## src/rtl/sc_scbc_msas.sv

```systemverilog
`default_nettype none
// ============================================================================
// Module   : sc_scbc_msas
// Purpose  : Multi-root Slave Access Selector. This is the register-bus front
//            end of the Space Communication Bus Controller.
//            - Bus accesses are split into synchronous (same-cycle) and
//              asynchronous (handshaked) register accesses.
//            - Read data is steered from NUM_ROOT register roots.
//            - Every asynchronous access has a completion timeout. When the
//              timeout expires, the block reports a bus error.
// Ports    : SYSCLK/SYSRST  - clock, synchronous active-high reset
//            RB_W*/RB_R*    - system register bus write/read channels
//            DEC_*          - classification from the external address decoder
//            SYNC_*/ASYNC_* - strobes and completions on the slave side
//            WADR/WDAT/WENB - write address/data/enables to the slaves
//            RADR           - read address to the slaves
//            ROOT_RDAT      - packed root read data (root i at [32*i +: 32])
//            ERR_STS        - sticky {read timeout, write timeout}
//            ERR_CLR        - clears ERR_STS
// Revision : 1.0 - initial release
// ============================================================================
module sc_scbc_msas #(
    parameter int  ADDR_WIDTH    = 32,
    parameter int  NUM_ROOT      = 4,
    parameter int  ASYNC_TIMEOUT = 255,
    localparam int RSW           = $clog2(NUM_ROOT)
) (
    input  logic                   SYSCLK,
    input  logic                   SYSRST,
    // register bus, write channel
    input  logic [ADDR_WIDTH-1:0]  RB_WADR,
    input  logic [31:0]            RB_WDAT,
    input  logic [3:0]             RB_WENB,
    output logic                   RB_WWAT,
    output logic                   RB_WERR,
    // register bus, read channel
    input  logic [ADDR_WIDTH-1:0]  RB_RADR,
    input  logic                   RB_RENB,
    output logic [31:0]            RB_RDAT,
    output logic                   RB_RWAT,
    output logic                   RB_RERR,
    // decoder
    input  logic                   DEC_W_ASYNC,
    input  logic                   DEC_R_ASYNC,
    input  logic [RSW-1:0]         DEC_R_ROOT,
    // slave side, write
    output logic                   SYNC_WENB,
    output logic                   ASYNC_WENB,
    input  logic                   ASYNC_WCOMP,
    output logic [ADDR_WIDTH-1:0]  WADR,
    output logic [31:0]            WDAT,
    output logic [3:0]             WENB,
    // slave side, read
    output logic                   SYNC_RENB,
    output logic                   ASYNC_RENB,
    input  logic                   ASYNC_RCOMP,
    output logic [ADDR_WIDTH-1:0]  RADR,
    input  logic [32*NUM_ROOT-1:0] ROOT_RDAT,
    // error status
    output logic [1:0]             ERR_STS,
    input  logic                   ERR_CLR
);

    // The counter width must be at least 1 bit, even when the timeout is disabled.
    localparam int              TW               = (ASYNC_TIMEOUT > 0) ? $clog2(ASYNC_TIMEOUT + 1) : 1;
    localparam logic [TW-1:0]   c_timeout        = TW'(ASYNC_TIMEOUT);
    localparam logic            c_timeout_en     = (ASYNC_TIMEOUT > 0);

    typedef enum logic [0:0] {W_IDLE = 1'b0, W_BUSY = 1'b1} wstate_t;
    typedef enum logic [1:0] {R_IDLE = 2'd0, R_SYNC = 2'd1, R_ASYNC = 2'd2} rstate_t;

    // ------------------------------------------------------------------
    // Write channel
    // ------------------------------------------------------------------
    wstate_t                r_wstate;
    wstate_t                w_wstate_nxt;
    logic [ADDR_WIDTH-1:0]  r_wadr;
    logic [31:0]            r_wdat;
    logic [3:0]             r_wenb;
    logic [TW-1:0]          r_wcnt;
    logic                   w_wreq;
    logic                   w_wlatch;
    logic                   w_wtmo;

    assign w_wreq = |RB_WENB;
    // A completion in the same cycle as the timeout takes priority over the timeout.
    assign w_wtmo = c_timeout_en && (r_wstate == W_BUSY) && (r_wcnt == c_timeout) && !ASYNC_WCOMP;

    always_comb begin : p_wfsm_comb
        w_wstate_nxt = r_wstate;
        w_wlatch     = 1'b0;
        SYNC_WENB    = 1'b0;
        ASYNC_WENB   = 1'b0;
        RB_WWAT      = 1'b0;
        RB_WERR      = 1'b0;
        WADR         = '0;
        WDAT         = '0;
        WENB         = '0;
        case (r_wstate)
            W_IDLE: begin
                if (w_wreq) begin
                    WADR = RB_WADR;
                    WDAT = RB_WDAT;
                    WENB = RB_WENB;
                    if (DEC_W_ASYNC) begin
                        // The async write is posted. The slave sees the
                        // strobe now and the latched copy while busy.
                        ASYNC_WENB   = 1'b1;
                        w_wlatch     = 1'b1;
                        w_wstate_nxt = W_BUSY;
                    end else begin
                        SYNC_WENB = 1'b1;
                    end
                end
            end
            W_BUSY: begin
                WADR = r_wadr;
                WDAT = r_wdat;
                WENB = r_wenb;
                // On a timeout, a waiting write ends with an error and is dropped.
                RB_WWAT = w_wreq & ~w_wtmo;
                RB_WERR = w_wreq &  w_wtmo;
                if (ASYNC_WCOMP || w_wtmo) begin
                    w_wstate_nxt = W_IDLE;
                end
            end
        endcase
    end

    always_ff @(posedge SYSCLK) begin : p_wfsm_seq
        if (SYSRST) begin
            r_wstate <= W_IDLE;
            r_wadr   <= '0;
            r_wdat   <= '0;
            r_wenb   <= '0;
            r_wcnt   <= '0;
        end else begin
            r_wstate <= w_wstate_nxt;
            if (w_wlatch) begin
                r_wadr <= RB_WADR;
                r_wdat <= RB_WDAT;
                r_wenb <= RB_WENB;
                r_wcnt <= '0;
            end else if (r_wstate == W_BUSY) begin
                r_wcnt <= r_wcnt + 1'b1;
            end
        end
    end

    // ------------------------------------------------------------------
    // Read channel
    // ------------------------------------------------------------------
    rstate_t                r_rstate;
    rstate_t                w_rstate_nxt;
    logic [RSW-1:0]         r_rsel;
    logic [ADDR_WIDTH-1:0]  r_radr;
    logic [TW-1:0]          r_rcnt;
    logic [31:0]            r_rdat;      // captured async data, nonzero only in its data cycle
    logic                   r_rerr_cap;  // the captured async access used an invalid root
    logic                   w_raccept;
    logic                   w_rcapt;
    logic                   w_rtmo;
    logic [31:0]            w_root_dat;
    logic                   w_root_ok;

    assign w_rtmo = c_timeout_en && (r_rstate == R_ASYNC) && (r_rcnt == c_timeout) && !ASYNC_RCOMP;

    // Root select mux. An index with no matching root gives zero data and is
    // flagged as invalid.
    always_comb begin : p_root_mux
        w_root_dat = '0;
        w_root_ok  = 1'b0;
        for (int i = 0; i < NUM_ROOT; i++) begin
            if (r_rsel == RSW'(i)) begin
                w_root_dat = ROOT_RDAT[32*i +: 32];
                w_root_ok  = 1'b1;
            end
        end
    end

    always_comb begin : p_rfsm_comb
        w_rstate_nxt = r_rstate;
        w_raccept    = 1'b0;
        w_rcapt      = 1'b0;
        SYNC_RENB    = 1'b0;
        ASYNC_RENB   = 1'b0;
        RADR         = '0;
        RB_RDAT      = '0;
        RB_RWAT      = 1'b0;
        RB_RERR      = 1'b0;
        case (r_rstate)
            R_IDLE: begin
                RB_RDAT = r_rdat;
                RB_RERR = r_rerr_cap;
                if (RB_RENB) begin
                    RADR      = RB_RADR;
                    w_raccept = 1'b1;
                    if (DEC_R_ASYNC) begin
                        ASYNC_RENB   = 1'b1;
                        w_rstate_nxt = R_ASYNC;
                    end else begin
                        SYNC_RENB    = 1'b1;
                        w_rstate_nxt = R_SYNC;
                    end
                end
            end
            R_SYNC: begin
                // This is the data cycle. New requests wait until the next cycle.
                RADR         = r_radr;
                RB_RDAT      = w_root_dat;
                RB_RERR      = ~w_root_ok;
                w_rstate_nxt = R_IDLE;
            end
            R_ASYNC: begin
                // The timeout cycle is itself the (error) completion cycle.
                RADR    = r_radr;
                RB_RWAT = ~w_rtmo;
                RB_RERR = w_rtmo;
                if (ASYNC_RCOMP) begin
                    w_rcapt      = 1'b1;
                    w_rstate_nxt = R_IDLE;
                end else if (w_rtmo) begin
                    w_rstate_nxt = R_IDLE;
                end
            end
            default: begin
                w_rstate_nxt = R_IDLE;
            end
        endcase
    end

    always_ff @(posedge SYSCLK) begin : p_rfsm_seq
        if (SYSRST) begin
            r_rstate   <= R_IDLE;
            r_rsel     <= '0;
            r_radr     <= '0;
            r_rcnt     <= '0;
            r_rdat     <= '0;
            r_rerr_cap <= 1'b0;
        end else begin
            r_rstate   <= w_rstate_nxt;
            r_rdat     <= w_rcapt ? w_root_dat : 32'h0;
            r_rerr_cap <= w_rcapt & ~w_root_ok;
            if (w_raccept) begin
                r_rsel <= DEC_R_ROOT;
                r_radr <= RB_RADR;
                r_rcnt <= '0;
            end else if (r_rstate == R_ASYNC) begin
                r_rcnt <= r_rcnt + 1'b1;
            end
        end
    end

    // ------------------------------------------------------------------
    // Sticky error status. A new event overrides a simultaneous clear.
    // ------------------------------------------------------------------
    logic [1:0] r_err_sts;

    always_ff @(posedge SYSCLK) begin : p_err_sts
        if (SYSRST) begin
            r_err_sts <= 2'b00;
        end else begin
            r_err_sts <= {w_rtmo, w_wtmo} | (r_err_sts & ~{2{ERR_CLR}});
        end
    end

    assign ERR_STS = r_err_sts;

endmodule
`default_nettype wire

```

## config.mk

```make
export PLATFORM = sky130hd
export DESIGN_NAME = sc_scbc_msas
export DESIGN_NICKNAME = d
export VERILOG_FILES = /design/src/rtl/sc_scbc_msas.sv
export SDC_FILE = /design/constraint.sdc
export NUM_CORES = 1
export LEC_CHECK = 0
export CAP_MARGIN = 25
export CORE_MARGIN = 8
export CORE_UTILIZATION = 30
export CTS_BUF_LIST = sky130_fd_sc_hd__clkbuf_16
export DETAILED_ROUTE_END_ITERATION = 10
export GPL_ROUTABILITY_DRIVEN = 0
export PLACE_DENSITY = 0.67
export RECOVER_POWER = 25
export SLEW_MARGIN = 20
export SYNTH_ARGS = -nofsm -noshare
export SYNTH_HDL_FRONTEND = slang
export SYNTH_SLANG_ARGS = --single-unit
```

## constraint.sdc

```tcl
create_clock -name SYSCLK -period 3.7 [get_ports SYSCLK]
set_input_delay 0.74 -clock SYSCLK [delete_from_list [all_inputs] [get_ports SYSCLK]]
set_output_delay 0.74 -clock SYSCLK [all_outputs]
set_load 0.05 [all_outputs]
```

======== Word level (Yosys, flattened, before mapping) ========
Index checks and enable logic that the tools add are counted.
word-level totals
  word-level logic and storage cells ...... 93
  register bits after elaboration ......... 156
  output and inout port bits .............. 142
cells by class
  $add $sub $neg .......................... 2
  bitwise gates (word level) .............. 11
  reduce and logical (&&, ||, !) cells .... 15
  equality and inequality tests ........... 9
  multiplexer cells ....................... 44
operators with widths
  kind                                                  count
  case mux 32 bit (2 select lines)                      4
  2-to-1 mux 32 bit                                     7
  2-to-1 mux 1 bit                                      24
  adder 8 x 1 -> 8 bit (second input constant)          2
  equality test 8 bit (second input constant)           2
  2-to-1 mux 2 bit                                      4
  case mux 4 bit (2 select lines)                       1
  OR reduction 2 bit                                    4
  equality test 2 bit (second input constant)           3
  inverter 1 bit                                        5
  equality test 2 x 1 -> 1 bit (second input constant)  2
  logical AND 1 bit                                     4
  zero test 2 bit                                       2
  2-to-1 mux 4 bit                                      1
  case mux 2 bit (2 select lines)                       1
  OR reduction 4 bit                                    1
  AND 1 bit                                             3
  != test 3 bit (second input constant)                 1
  case mux 1 bit (3 select lines)                       1
  AND 2 bit                                             1
  zero test 1 bit                                       2
  != test 2 bit (second input constant)                 1
  inverter 2 bit                                        1
  bitwise OR 2 bit                                      1
  other kinds (3)                                       3

======== Longest topological paths before layout ========
Gate-level depths: netlist of the first run.
  word-level depth ........................ 7
  depth in mapped cells ................... 8

======== Least setup slack after synthesis of the first run ========
OpenSTA, ideal clock, no wires.
  path type ............................... flip-flop to output port
  start point ............................. register r_rstate[0]
  end point ............................... output RADR[0]
  arrival time ............................ 2.127 ns
  buffers on the path ..................... 3
  data required time ...................... 2.960 ns
  cell stages (with the launch flop) ...... 9
  path slack .............................. 0.833 ns
  path through ............................ dfxtp_1 -> inv_1 -> ha_1 -> clkbuf_1 -> and2_1 -> clkbuf_1 -> buf_2 -> nand2_1 -> a21oi_1
on the way
  longest elaborated chain between the ends .. 3
ends and longest elaborated chain
  what                                                                        RTL line  text
  start: declaration                                                          153       rstate_t r_rstate;
  start signal: assignment                                                    241       r_rstate <= w_rstate_nxt;
  equality test 2 bit / equality test 2 x 1 -> 1 bit (equally long branches)  191       case (r_rstate)
  OR reduction 2 bit (no line)                                                -
  case mux 32 bit (2 select lines) (*)                                        191
  end: declaration                                                            57        output logic [ADDR_WIDTH-1:0] RADR,
Every way passes the cells marked *; elsewhere a longest branch is shown, timed or not.

======== Worst setup path after layout of the first run ========
  start point ............................. input RB_WENB[1]
  end point ............................... output RB_WWAT
on the way
  longest elaborated chain between the ends .. 3
ends and longest elaborated chain
  what                RTL line  text
  start: declaration  33        input logic [3:0] RB_WENB,
  OR reduction 4 bit  85        assign w_wreq = |RB_WENB;
  AND 1 bit           121       RB_WWAT = w_wreq & ~w_wtmo;
  2-to-1 mux 1 bit    99        case (r_wstate)
  end: declaration    34        output logic RB_WWAT,
No other way between the ends.

==> run summary, run 1 <==
status: finished, violations left
failing checks: max-capacitance violations, max-slew violations
Ys Warns: 0
Hold-fix buffers, CTS: 0
layout cells sized above 1: 0.1949
DRT Pass-1 Iters: 5
First DRT Iteration DRCs: 419
worst-path cell chain: clkdlybuf4s50_1 -> buf_4 -> or4_1 -> and3_1 -> clkdlybuf4s50_1
synth top area cells: dfxtp_1, nand2_1, a22o_1, mux4_2, a21oi_1
num rows: 58
crit share post-route: 0.9639
Root Driver: clkbuf_16
routed vias: 7658
Hold WC Path Type: flip-flop to flip-flop
vias in the first global route: 7558
core area: 24890 um2
Crit path top cell by count: clkdlybuf4s50_1
Cells after Synth: 864
DIE WIDTH: 174.1 um
largest net degree at the start of global routing: 117
I/O pin count: 380
VDD IR-drop max: 280.5 uV
DRC viols: 0
slowest stage delay, CP: 0.70 ns
Placed Cells: 1518
GR Overflow Total: 0
Worst path slowest cell: clkdlybuf4s50_1
critical path data required time: 2.96 ns
die height: 174.1 um
Final Setup Violations: 0
cts repair resizes: 0
die area: 30320 um2
clock period minus worst slack: 3.567 ns
RR Startpoint: r_rstate[0]$_SDFFE_PP0P_
Clock Skew: 0.01547 ns
mapped cell area: 7502 um2
endpoints failing hold: 0
Worst EP arrival: 2.83 ns
Final HPWL DP: 21.30 mm
Routed Antenna Nets: 0
Main synth FF type: dfxtp_1
Fmax achieved: 280.4 MHz
CTS sink count: 156
Final Non-Filler Cells: 1553
Commonest cells post-synth: nand2_1, dfxtp_1, a21oi_1
count leader, synth: nand2_1
Final Instance Area: 12290 um2
layout overhead on the synthesized area: 63.83%
total CTS buffers: 17
worst setup path category: primary input to output port
post-synthesis average cell area: 8.683 um2
Setup TNS: 0 ns
area leader, netlist: dfxtp_1
number of max-cap violations: 1
Min Hold Slack: 0.4542 ns
final slew viol count: 73
sequential area share after synthesis: 0.4163
DRT Wirelength: 28.63 mm
Reg clk slew, reported paths: 0.06 ns
Starting Density: 0.3014
Seq cells post-synth: 156
Yosys cell types: 36
Clk Latency, worst-skew pair: 0.42 ns
H-tree depth: 4
NumNets Final: 1452
first-pass GRT wire length: 43.56 mm
hold_sp: r_radr[0]$_SDFFE_PP0P_
Slew @ Worst Pin: 1.542 ns
relative slew slack: -0.02819
Synth top area share: 0.4163
CTS tree: yes
Critical Path Start: RB_WENB[1]
DP Area: 11700 um2
final core utilization: 0.4938
crit-path max FO: 3
number of synthesized flops with an enable pin: 0
Startpoint Class: primary input
initial antenna violation count: 3
# Post-CTS Setup Buffers: 0
gr usage total: 0.1793
Crit. End Element: output port
clk buf depth: 2
P_leak: 0.004865 uW
input/output buffers: 379
cell area power density: 423.1 nW/um2
unrepaired setup endpoints after global routing: false
syn_nets: 1108
drt via density: 4.931
asr flop ratio synth: 0
detail-routed net length per standard cell: 18.44 um
## registers in the layout, summed over array words and instances, names as in the netlist
name	cells
r_wenb	4
r_rerr_cap	1
r_rstate	2
r_wadr	32
r_rcnt	8
r_rdat	32
r_wdat	32
r_wstate	1
ERR_STS	2
r_radr	32
r_rsel	2
r_wcnt	8
## cell type report
cell class	instances	area, um2
diodes	2	5.005
clock buffers	17	425.4
clock inverters	15	162.7
fillers	2357	12600
inverters	4	15.01
multi-input cells	627	4038
flip-flops and latches	156	3126
well taps	330	412.9
repair buffers	402	4106
## cell families (layout without fill, tap and decap cells)
| family | Yosys count | after routing | share of synthesized area |
|---|---|---|---|
| compound gates | 238 | 238 | 0.2135 |
| xor+xnor | 14 | 14 | 0.01634 |
| fa+ha+maj | 6 | 6 | 0.01001 |
| buf+inv | 81 | 438 | 0.04603 |
| flops | 156 | 156 | 0.4163 |
| mux | 38 | 38 | 0.1047 |
| other cells | 1 | 3 | 0.0004999 |
| simple gates | 330 | 330 | 0.1926 |
## metrics by stage
stage	worst slack, ns	power [uW]
3_3_place_gp	0.07290	3467
3_5_place_dp	0.05920	3477
6_report	0.1335	5201
5_1_grt	0.07942	5439
4_1_cts	0.04586	5275
2_1_floorplan	0.8334	2757
## worst paths after layout
path	to	slack [ns]	depth (start not counted)
max	RB_WWAT	0.13	5
min	r_radr[0]$_SDFFE_PP0P_	0.45	2
max reg2reg	r_rcnt[0]$_SDFFE_PP0N_	0.64	6
min reg2reg	r_radr[0]$_SDFFE_PP0P_	0.45	2
## power by group
part	total, uW	switching, uW	internal (uW)
Combinational	1620	919	699
Sequential	1810	53.1	1760
Clock	1770	762	1010
Total	5200	1730	3470
## routing by layer
layer / routed length (um) / vias up / GRT usage
met3: 2330 / 29 / 0.06227
met2: 13720 / 305 / 0.2939
li1: - / 3711 / -
met5: 0 / - / 0
met1: 11930 / 3613 / 0.2132
met4: 650 / 0 / 0.06769
## critical path: cells and delay by family
family / cells / cell delay (ns)
buffers and inverters: 3 / 1.28
and+or+nand+nor: 2 / 0.81
## placed cells by master, fill, tap and decap left out, types with 2 or more instances in the layout
master / n
a21oi_1: 129
a21oi_2: 10
a22o_1: 98
and2_0: 14
and2_1: 20
and3_1: 3
and4_1: 3
buf_12: 38
buf_4: 107
bufinv_16: 2
clkbuf_1: 4
clkbuf_16: 17
clkdlybuf4s50_1: 251
clkinv_4: 3
clkinvlp_4: 2
dfxtp_1: 154
dfxtp_2: 2
diode_2: 2
ha_1: 6
inv_1: 5
inv_6: 3
inv_8: 2
mux2_2: 4
mux2i_1: 2
mux4_2: 32
nand2_1: 236
nand2_2: 10
nand2b_1: 4
nand3_1: 2
nand4_1: 5
nor2_1: 13
nor3_1: 11
xnor2_1: 4
xor2_1: 10
(Power assumes the default switching activity.)
==> run 2, diff against run 1 <==
CTS_CLUSTER_SIZE = 25   (was unset)
==> results of run 2 <==
Same layout as run 1: the final DEF is identical, and so are final timing and power.
==> run 3, diff against run 2 <==
RECOVER_POWER = unset   (was 25)
==> run 3 against run 2 <==
Effect of this change: fmax up 1.5%; power is essentially flat; worst setup slack improved by 0.052 ns; flip-flop and latch count stayed put; sequential power about the same; combinational power hardly changed; the flow now finishes without violations; critical path depth unchanged; die area stayed put; worst hold slack barely moved; cell count is the same; clock skew barely moved; sequential share of layout area barely moved.
==> run summary, run 3 (same netlist as run 1, synthesis figures left out) <==
status: complete, no violations
die height: 174.1 um
Starting Density: 0.3014
critical path data required time: 2.96 ns
Routed Antenna Nets: 0
detail-routed net length per standard cell: 18.43 um
GR Overflow Total: 0
Clk Latency, worst-skew pair: 0.42 ns
CTS sink count: 156
Min Hold Slack: 0.4541 ns
drt via density: 4.921
layout cells sized above 1: 0.1998
First DRT Iteration DRCs: 419
I/O pin count: 380
Slew @ Worst Pin: 0.8035 ns
cts repair resizes: 0
gr usage total: 0.1793
Worst EP arrival: 2.77 ns
switching share of power: 0.3332
most common cell after layout, fill and taps aside: clkdlybuf4s50_1
die area: 30320 um2
NumNets Final: 1452
final slew viol count: 0
number of max-cap violations: 0
Clock Skew: 0.01558 ns
initial antenna violation count: 3
relative slew slack: 0.4643
core area: 24890 um2
endpoints failing hold: 0
Fmax achieved: 284.6 MHz
layout overhead on the synthesized area: 64.11%
worst setup path category: primary input to output port
routed vias: 7642
worst path bufs/invs: 3
worst-path cell chain: clkdlybuf4s50_1 -> buf_4 -> or4_4 -> and3_1 -> clkdlybuf4s50_1
Hold-fix buffers, CTS: 0
slowest stage delay, CP: 0.70 ns
P_leak: 0.004892 uW
combinational share of power: 0.311
total CTS buffers: 17
# Post-CTS Setup Buffers: 0
Crit path top cell by count: clkdlybuf4s50_1
largest net degree at the start of global routing: 117
num rows: 58
Reg power frac: 0.349
vias in the first global route: 7558
Final Setup Violations: 0
P_int: 3469 uW
P_sw: 1733 uW
Startpoint Class: primary input
Hold WC Path Type: flip-flop to flip-flop
final core utilization: 0.4946
DIE WIDTH: 174.1 um
H-tree depth: 4
Setup TNS: 0 ns
clock period minus worst slack: 3.514 ns
most frequent cells in the layout: clkdlybuf4s50_1, nand2_1, dfxtp_1
first-pass GRT wire length: 43.56 mm
cell area power density: 422.5 nW/um2
crit-path max FO: 3
crit share post-route: 0.9498
DRC viols: 0
FILL cells: 2348
CTS tree: yes
unrepaired setup endpoints after global routing: false
Final HPWL DP: 21.30 mm
Root Driver: clkbuf_16
input/output buffers: 379
Crit. End Element: output port
DRT Pass-1 Iters: 5
Clock power frac: 0.340
clk buf depth: 2
VDD IR-drop max: 280.5 uV
DRT Wirelength: 28.62 mm
crit-path leading delay family: buffers and inverters
Reg clk slew, reported paths: 0.06 ns
Worst path slowest cell: clkdlybuf4s50_1
-- run 3: changes by cell type in the layout (fill, tap and decap cells not counted) --
cell / before / now
inv_1: 5 / 4
or4_4: 0 / 1
inv_2: 0 / 1
dlygate4sd3_1: 1 / 0
clkbuf_2: 1 / 0
clkdlybuf4s50_1: 251 / 252
buf_4: 107 / 112
and2_1: 20 / 34
clkbuf_1: 4 / 0
and2_0: 14 / 0
or4_1: 1 / 0
-- run 3: metrics by stage --
step	setup WS [ns]	instances	power [uW]	area [um2]
floorplan	0.8334	864	2757	7502
global placement	0.07290	1518	3467	11700
detailed placement	0.05920	1518	3477	11700
CTS	0.04586	1550	5275	12290
global route	0.1362	1553	5440	12310
finish	0.1858	1553	5202	12310
-- run 3: cell type report --
cell class,count,area (um2),share of cell area
repair buffers,402,4124,0.3350
diodes,2,5.005,0.0004065
well taps,330,412.9,0.03354
clock inverters,15,162.7,0.01321
flip-flops and latches,156,3126,0.2539
inverters,4,15.01,0.001220
multi-input cells,627,4041,0.3283
clock buffers,17,425.4,0.03455
-- run 3: final timing paths --
check / slack [ns] / cells after the start / start / to
setup / recovery: 0.19 / 5 / RB_WENB[0] / RB_WWAT
hold / removal: 0.45 / 2 / r_radr[0]$_SDFFE_PP0P_ / r_radr[0]$_SDFFE_PP0P_
setup reg to reg: 1.29 / 6 / r_rstate[0]$_SDFFE_PP0P_ / r_rstate[0]$_SDFFE_PP0P_
hold reg to reg: 0.45 / 2 / r_radr[0]$_SDFFE_PP0P_ / r_radr[0]$_SDFFE_PP0P_
-- run 3: metal layers --
metal,up-vias,share of wire,track usage,wire length [um]
li1,3714,-,-,-
met1,3600,0.41,0.2132,11860
met2,299,0.48,0.2939,13780
met3,29,0.081,0.06227,2319
met4,0,0.023,0.06769,658
met5,-,0,0,0
-- run 3: power by group through the flow --
stage          sequential (uW)  combinational, uW  clock (uW)
2_1_floorplan             1830                929           0
3_3_place_gp              1850               1620           0
3_5_place_dp              1850               1630           0
4_1_cts                   1810               1630        1830
5_1_grt                   1820               1700        1910
6_report                  1810               1620        1770
-- run 3: tightest hold or removal path: cells and delay by family, from the launching register on --
kind / cells / cell delay (ns)
flip-flops: 1 / 0.31
AO/OA/AOI/OAI: 1 / 0.05
AND/OR/NAND/NOR: 1 / 0.05
